File: src/rtl/mem_arb_pkg.sv
// Shared types and defaults for the two-port memory arbiter (mem_arbiter).
package mem_arb_pkg;

    typedef enum logic [1:0] {
        IDLE,
        ISSUE,
        WAIT,
        DONE
    } arb_state_e;

    typedef logic port_id_t;

    localparam int AWIDTH_DEF      = 9;
    localparam int DWIDTH_DEF      = 8;
    localparam int TIMEOUT_CYC_DEF = 16;
    localparam int STAT_W          = 16;

    function automatic logic [STAT_W-1:0] sat_inc(input logic [STAT_W-1:0] v);
        return (&v) ? v : v + STAT_W'(1);
    endfunction

endpackage

File: src/rtl/mem_rr_pick.sv
// Combinational two-way round-robin pick: a lone requester wins, a tie goes to ptr.
module mem_rr_pick
    import mem_arb_pkg::*;
(
    input  logic [1:0] req,
    input  port_id_t   ptr,
    output logic       gnt_valid,
    output port_id_t   gnt_id
);

    always_comb begin
        gnt_valid = |req;
        case (req)
            2'b01:   gnt_id = 1'b0;
            2'b10:   gnt_id = 1'b1;
            default: gnt_id = ptr;
        endcase
    end

endmodule

File: src/rtl/mem_arbiter.sv
// Two-port round-robin arbiter and sequencer in front of a single-port memory.
// Define MEM_ARB_STATS_EN to add saturating per-port ack and timeout counters.
module mem_arbiter
    import mem_arb_pkg::*;
#(
    parameter int AWIDTH      = AWIDTH_DEF,
    parameter int DWIDTH      = DWIDTH_DEF,
    parameter int TIMEOUT_CYC = TIMEOUT_CYC_DEF
) (
    input  logic              clk,
    input  logic              reset_n,
    input  logic              p0_req,
    input  logic              p0_we,
    input  logic [AWIDTH-1:0] p0_addr,
    input  logic [DWIDTH-1:0] p0_wdata,
    output logic              p0_ack,
    output logic [DWIDTH-1:0] p0_rdata,
    input  logic              p1_req,
    input  logic              p1_we,
    input  logic [AWIDTH-1:0] p1_addr,
    input  logic [DWIDTH-1:0] p1_wdata,
    output logic              p1_ack,
    output logic [DWIDTH-1:0] p1_rdata,
    output logic              err,
    output logic              busy,
    output logic              rd_mem,
    output logic              wr_mem,
    output logic [AWIDTH-1:0] addr_mem,
    output logic [DWIDTH-1:0] data_in,
    input  logic              ready_mem,
    input  logic [DWIDTH-1:0] data_out
`ifdef MEM_ARB_STATS_EN
    ,
    output logic [STAT_W-1:0] p0_cnt,
    output logic [STAT_W-1:0] p1_cnt,
    output logic [STAT_W-1:0] tmo_cnt
`endif
);

    localparam int               CNT_W    = $clog2(TIMEOUT_CYC);
    localparam logic [CNT_W-1:0] CNT_LAST = CNT_W'(TIMEOUT_CYC - 1);

    arb_state_e        state_q, state_d;
    port_id_t          ptr_q, ptr_d;
    port_id_t          id_q, id_d;
    logic              we_q, we_d;
    logic [AWIDTH-1:0] addr_q, addr_d;
    logic [DWIDTH-1:0] wdata_q, wdata_d;
    logic [CNT_W-1:0]  cnt_q, cnt_d;
    logic              err_q, err_d;
    logic [DWIDTH-1:0] p0_rdata_q, p0_rdata_d;
    logic [DWIDTH-1:0] p1_rdata_q, p1_rdata_d;
    logic              gnt_valid;
    port_id_t          gnt_id;

    mem_rr_pick u_pick (
        .req       ({p1_req, p0_req}),
        .ptr       (ptr_q),
        .gnt_valid (gnt_valid),
        .gnt_id    (gnt_id)
    );

    always_comb begin
        // NOTE: every signal gets a default first so no path leaves one unassigned (no latches).
        state_d    = state_q;
        ptr_d      = ptr_q;
        id_d       = id_q;
        we_d       = we_q;
        addr_d     = addr_q;
        wdata_d    = wdata_q;
        cnt_d      = cnt_q;
        err_d      = err_q;
        p0_rdata_d = p0_rdata_q;
        p1_rdata_d = p1_rdata_q;
        rd_mem     = 1'b0;
        wr_mem     = 1'b0;
        p0_ack     = 1'b0;
        p1_ack     = 1'b0;
        err        = 1'b0;

        case (state_q)
            IDLE: begin
                if (gnt_valid && ready_mem) begin
                    id_d    = gnt_id;
                    we_d    = gnt_id ? p1_we    : p0_we;
                    addr_d  = gnt_id ? p1_addr  : p0_addr;
                    wdata_d = gnt_id ? p1_wdata : p0_wdata;
                    state_d = ISSUE;
                end
            end
            ISSUE: begin
                wr_mem  = we_q;
                rd_mem  = !we_q;
                cnt_d   = '0;
                state_d = WAIT;
            end
            WAIT: begin
                if (ready_mem) begin
                    if (!we_q) begin
                        if (id_q) p1_rdata_d = data_out;
                        else      p0_rdata_d = data_out;
                    end
                    err_d   = 1'b0;
                    state_d = DONE;
                end else if (cnt_q == CNT_LAST) begin
                    err_d   = 1'b1;
                    state_d = DONE;
                end else begin
                    cnt_d = cnt_q + CNT_W'(1);
                end
            end
            DONE: begin
                p0_ack  = !id_q;
                p1_ack  = id_q;
                err     = err_q;
                ptr_d   = ~id_q;
                state_d = IDLE;
            end
            default: state_d = IDLE;
        endcase
    end

    // NOTE: state registers use non-blocking assignments so all flops update together on the edge.
    always_ff @(posedge clk or negedge reset_n) begin
        if (!reset_n) begin
            state_q    <= IDLE;
            ptr_q      <= 1'b0;
            id_q       <= 1'b0;
            we_q       <= 1'b0;
            addr_q     <= '0;
            wdata_q    <= '0;
            cnt_q      <= '0;
            err_q      <= 1'b0;
            p0_rdata_q <= '0;
            p1_rdata_q <= '0;
        end else begin
            state_q    <= state_d;
            ptr_q      <= ptr_d;
            id_q       <= id_d;
            we_q       <= we_d;
            addr_q     <= addr_d;
            wdata_q    <= wdata_d;
            cnt_q      <= cnt_d;
            err_q      <= err_d;
            p0_rdata_q <= p0_rdata_d;
            p1_rdata_q <= p1_rdata_d;
        end
    end

    assign busy     = (state_q != IDLE);
    assign addr_mem = addr_q;
    assign data_in  = wdata_q;
    assign p0_rdata = p0_rdata_q;
    assign p1_rdata = p1_rdata_q;

`ifdef MEM_ARB_STATS_EN
    logic [STAT_W-1:0] p0_cnt_q, p1_cnt_q, tmo_cnt_q;

    always_ff @(posedge clk or negedge reset_n) begin
        if (!reset_n) begin
            p0_cnt_q  <= '0;
            p1_cnt_q  <= '0;
            tmo_cnt_q <= '0;
        end else if (state_q == DONE) begin
            if (id_q) p1_cnt_q <= sat_inc(p1_cnt_q);
            else      p0_cnt_q <= sat_inc(p0_cnt_q);
            if (err_q) tmo_cnt_q <= sat_inc(tmo_cnt_q);
        end
    end

    assign p0_cnt  = p0_cnt_q;
    assign p1_cnt  = p1_cnt_q;
    assign tmo_cnt = tmo_cnt_q;
`endif

endmodule

File: config.mk
export PLATFORM = sky130hd
export DESIGN_NAME = mem_arbiter
export DESIGN_NICKNAME = d
export VERILOG_FILES = /design/src/rtl/mem_arb_pkg.sv /design/src/rtl/mem_rr_pick.sv /design/src/rtl/mem_arbiter.sv
export SDC_FILE = /design/constraint.sdc
export NUM_CORES = 1
export LEC_CHECK = 0
export BUFFER_PORTS_ARGS = -buffer_cell sky130_fd_sc_hd__buf_2
export CELL_PAD_IN_SITES_DETAIL_PLACEMENT = 1
export CELL_PAD_IN_SITES_GLOBAL_PLACEMENT = 1
export CORE_UTILIZATION = 36
export CTS_CLUSTER_SIZE = 14
export DETAILED_ROUTE_END_ITERATION = 6
export PLACE_DENSITY = 0.85
export SYNTH_ARGS = -nofsm -noshare
export SYNTH_HDL_FRONTEND = slang
export SYNTH_SLANG_ARGS = --single-unit
File: constraint.sdc
create_clock -name clk -period 1.9 [get_ports clk]
set_input_delay 0.285 -clock clk [delete_from_list [all_inputs] [get_ports clk]]
set_output_delay 0.285 -clock clk [all_outputs]
set_load 0.05 [all_outputs]
# Word level (Yosys, flattened, before mapping)
# Cells that the tools add are included.
[word_totals] register_bits=43 latch_bits=0 ram_bits=0 rom_bits=0 inputBits=49 output_inout_bits=39 memories=0
[op_classes] n_addsub=1 n_mul=0 n_div=0 order_cmp=0 eq_ne=10 shift=0 mux=18 bitwise=2 reduce_logical=14
[op_table] op="9-bit two-way mux" count=1
[op_table] op="1-bit two-way mux" count=8
[op_table] op="4-bit two-way mux" count=2
[op_table] op="8-bit two-way mux" count=1
[op_table] op="2-bit case mux with 4 select lines" count=1
[op_table] op="4-bit case mux with 2 select lines" count=1
[op_table] op="4-bit AND reduction" count=2
[op_table] op="2-bit == test (second input constant)" count=3
[op_table] op="2-bit two-way mux" count=3
[op_table] op="2-bit != test (second input constant)" count=3
[op_table] op="2-bit AND reduction" count=3
[op_table] op="2-bit nonzero test" count=3
[op_table] op="4-bit by 1-bit adder with 4-bit output (second input constant)" count=1
[op_table] op="2-bit by 1-bit == test with 1-bit output (second input constant)" count=2
[op_table] op="4-bit == test (second input constant)" count=1
[op_table] op="3-bit != test (second input constant)" count=1
[op_table] op="3-bit AND reduction" count=1
[op_table] op="1-bit zero test" count=2
[op_table] op="2-bit zero test" count=1
[op_table] op="1-bit NOT" count=2
[op_table] op="1-bit case mux with 2 select lines" count=1
[op_table] op="2-bit OR reduction" count=1
[op_table] op="1-bit logical AND" count=1

# Longest topological paths before layout
[logic_depth] ltp_word=4 depth_mapped=7

# Modules after synthesis
# From an unflattened synthesis, not the netlist that was laid out.
[hier_totals] cells_unflattened=172 hier_area_um2=2023.2
[modules_own_cells] module="mem_arbiter" n_inst=1 cells_per_inst=166 area_per_inst_um2=1971.9
[modules_own_cells] module="mem_rr_pick" n_inst=1 cells_per_inst=6 area_per_inst_um2=51.3

# Least setup slack after synthesis
# Ideal clock, no wire load.
[synth_timing] kind="flip-flop to output port" startpoint="register state_q[1]" endpoint="output port rd_mem" arrival_time_ns=1.385 slack_ns=0.230 stages_incl_launch_ff=4 path_buffers=0 path_cell_list="dfrtp_1 > inv_1 > ha_1 > nor2b_1"
[synth_between] elab_chain_len=2
[synth_lines] item="from (decl)" line_no="mem_arbiter.sv:43" rtl="arb_state_e state_q, state_d;"
[synth_lines] item="from (signal assigned)" line_no="mem_arbiter.sv:137" rtl="state_q <= state_d;"
[synth_lines] item="2-bit by 1-bit == test with 1-bit output" line_no="mem_arbiter.sv:81" rtl="case (state_q)"
[synth_lines] item="1-bit two-way mux" line_no="mem_arbiter.sv:81"
[synth_lines] item="to (decl)" line_no="mem_arbiter.sv:26" rtl="output logic rd_mem,"
# Every way passes these cells.

# Worst setup path in the final report
[layout_timing] startpoint="register state_q[0]" endpoint="register p0_rdata_q[1], in the netlist p0_rdata[1]"
[layout_between] elab_chain_len=2
[layout_lines] item="2-bit == test" line_no="mem_arbiter.sv:81"
[layout_lines] item="4-bit AND reduction (no source line)"
[layout_lines] item="to (signal assigned)" line_no="mem_arbiter.sv:145" rtl="p0_rdata_q <= p0_rdata_d;"
[layout_lines] item="to (decl)" line_no="mem_arbiter.sv:51" rtl="logic [DWIDTH-1:0] p0_rdata_q, p0_rdata_d;"
# Every way passes these cells.
# A chain may end at the register's enable or synchronous reset.

==> impl_metrics.py <==
metrics = {
    "cts": {
        "cts.sinks": 43,
        "htree_levels": 2,
        "cts_root_buf": "clkbuf_8",
        "path_clk_slew_ps": 80,
        "tritoncts": "yes",
        "cts_resized": 0,
        "cts-buffers-inserted": 5,
        "clk_latency_ps": 290,
        "clockBufferDepth": 2,
    },
    "setup_path": {
        "cp_slowest_cell": "dfrtp_1",
        "end_kind": "flip-flop",
        "worstPathArrival_ps": 1950,
        "critPathRequiredTime_ps": 2070,
        "worstSetupStartpointType": "flip-flop",
        "r2r_end": "p0_rdata[1]",
        "cp_slowest_stage_delay_ps": 430,
        "r2r-start": "state_q[0]",
        "reg2reg_depth": 6,
        "crit_buf_inv": 2,
        "path_class": "reg2reg",
        "critPathTopFamily": "flip-flops",
        "path_cells": "inv_1, ha_1, nand2_2, nor3_4, buf_12, mux2_2",
        "path_max_fanout": 9,
        "r2r_slack_ps": 110,
    },
    "floorplan": {
        "die_h_um": 77.08,
        "die_w_um": 77.08,
        "ioPinCount": 88,
        "die_area_um2": 5941,
        "rows": 26,
        "initial_core_util_pct": 38.51,
        "core_um2": 5270,
    },
    "worst_hold_path": {
        "min_from": "data_out[5]",
        "holdPathEnd": "p1_rdata[5]",
        "hold_class": "in2reg",
        "whs_path_depth": 2,
    },
    "cells_and_area": {
        "finish.instance_area_um2": 2651,
        "final_nets": 318,
        "antenna_cells": 0,
        "syn_to_final_growth_pct": 30.64,
        "n_fill_cell": 633,
        "layout-drive-gt1-share_pct": 45.63,
    },
    "placed_design": {
        "place_area_um2": 2540,
        "finalWeightedCongestion": 0.7873,
        "io_buffers": 87,
        "place_ws_ps": 96.03,
        "post-dp-hpwl_mm": 3.550,
    },
    "logic_synthesis": {
        "async_reset_ff_share_pct": 100.0,
        "syn_nets": 227,
        "yosysSeqAreaShare_pct": 53.02,
        "synth_area_leader_cell": "dfrtp_1",
        "synth.area.top_cells": "dfrtp_1 (53%), mux2i_1 (9.9%), mux2_2 (9.4%)",
        "synth-seq-cells": 43,
        "ys_types": 34,
        "syn_inst": 171,
        "postSynthAreaPerCell_um2": 11.87,
        "synth_top_cell_area_share_pct": 53.02,
        "yosys-top-cells-count": "dfrtp_1 (43), nand2_1 (21), mux2i_1 (20)",
        "synth.most_common_cell": "dfrtp_1",
        "synth_warnings": 0,
        "synth_edf_count": 0,
        "ys.flop_type": "dfrtp_1",
        "syn-cell-area_um2": 2029,
    },
    "global_route": {
        "grt_max_degree": 39,
        "overflow": 0,
        "grtUsageTotal_pct": 16.57,
        "grt_pass1_vias": 1660,
        "grt_pass1_wl_mm": 7.769,
        "antenna_found_initial": 0,
    },
    "run_status": {
        "status": "completed",
    },
    "drt": {
        "ant_nets": 0,
        "viasPerCell": 4.760,
        "drc": 0,
        "first_pass_iters": 4,
        "drtIter0Drc": 60,
        "routed_wirelength_mm": 4.570,
        "wl_per_cell_um": 13.72,
        "route.vias.total": 1585,
    },
    "timing": {
        "fin_ws_ps": 113.9,
        "setup_viol": 0,
        "slew_violations": 0,
        "period_share_pct": 94.01,
        "final_hold_viol_count": 0,
        "slew_headroom_pct": 69.70,
        "holdWs_ps": 235.2,
        "setup_tns_ps": 0,
        "rsz0062_at_grt": "no",
        "tightest_slew_ps": 454.6,
        "clock_skew_ps": 10.37,
        "post-route-min-period_ps": 1786,
        "fmax_ghz": 0.5599,
    },
    "power_and_ir_drop": {
        "power_mw": 4.968,
        "powerDensity_nw_per_um2": 1874,
        "p_leak_nw": 1.437,
        "peakVddDrop_uv": 811.8,
    },
    "job": {
        "maxCapViolations": 0,
    },
}
## registers in the layout, indices dropped and copies added, names as in the netlist
| register | cells |
|---|---|
| addr_mem | 9 |
| data_in | 8 |
| p0_rdata | 8 |
| p1_rdata | 8 |
| cnt_q | 4 |
| state_q | 2 |
| err_q | 1 |
| id_q | 1 |
| ptr_q | 1 |
| we_q | 1 |
## where the power goes
group          leakage [nW]  total, mW  switching [mW]  internal [mW]
Clock                0.0422      0.552           0.294          0.258
Combinational         0.857       2.83            2.01          0.828
Sequential            0.537       1.58           0.257           1.33
Total                  1.44       4.97            2.56           2.41
## what timing repair did
action                                  4_1_cts  5_1_grt
hold buffers                                  1        0
hold endpoints to repair                     19        0
endpoints found under the setup margin        0        8
buffers inserted                              0        1
## cells by family (layout without fill, tap and decap cells)
family	Yosys count	count (layout)	synth area share (%)
multiplexers	37	37	19.30
AND/OR/NAND/NOR	39	39	10.30
adder cells (fa/ha/maj)	7	7	4.315
AO/OA/AOI/OAI	30	30	8.817
buffers and inverters	15	107	4.253
flip-flops	43	43	53.02
## stage by stage
| stage | utilization (%) | std cells |
|---|---|---|
| after global routing | 50.31 | 333 |
| after floorplan | - | 171 |
| after CTS | 49.93 | 332 |
| final | 50.31 | 333 |
| after detailed placement | 48.20 | 323 |
| after global placement | 48.20 | 323 |
## worst reg2reg max path: cells and delay by family, from the launching register on
family	cells	cell delay (ps)
buffers and inverters	2	240
muxes	1	330
and+or+nand+nor	2	320
DFF	1	430
adders and majority gates	1	350
## final cells by class
| cell class | count | area (um^2) | share of cell area, % |
|---|---|---|---|
| clock inverter | 1 | 5.005 | 0.1888 |
| multi-input combinational | 113 | 879.6 | 33.18 |
| inverter | 7 | 26.28 | 0.9910 |
| sequential | 43 | 1076 | 40.59 |
| tap | 70 | 87.58 | 3.303 |
| clock buffer | 7 | 76.32 | 2.879 |
| timing repair buffer | 92 | 500.5 | 18.88 |
## how the worst max path moves through the flow
stage                          start  cells past startpoint          end  slack [ps]
after floorplan           state_q[1]                      3       rd_mem         230
after global placement    state_q[0]                      5  p0_rdata[7]         200
after detailed placement  state_q[0]                      5  p0_rdata[2]         100
after CTS                 state_q[0]                      5  p0_rdata[1]          80
after global routing      state_q[0]                      6  p0_rdata[1]          40
final                     state_q[0]                      6  p0_rdata[1]         110
## layout by cell type (no fill, tap or decap), types with 3 or more instances in the layout
cell / n
and2_1: 3
buf_2: 87
clkbuf_8: 5
dfrtp_1: 43
ha_1: 7
inv_1: 7
mux2_2: 17
mux2i_1: 19
nand2_1: 21
nor2b_1: 3
o21ai_0: 11
o21ai_1: 9
## routing by layer
layer	vias to the layer above	global-route usage, %	wire length (um)
met3	7	3.929	265
met4	0	4.528	43
li1	773	-	-
met1	742	20.37	1926
met5	-	0	0
met2	63	28.93	2335
No activity file was read; power rests on OpenSTA's default activity.
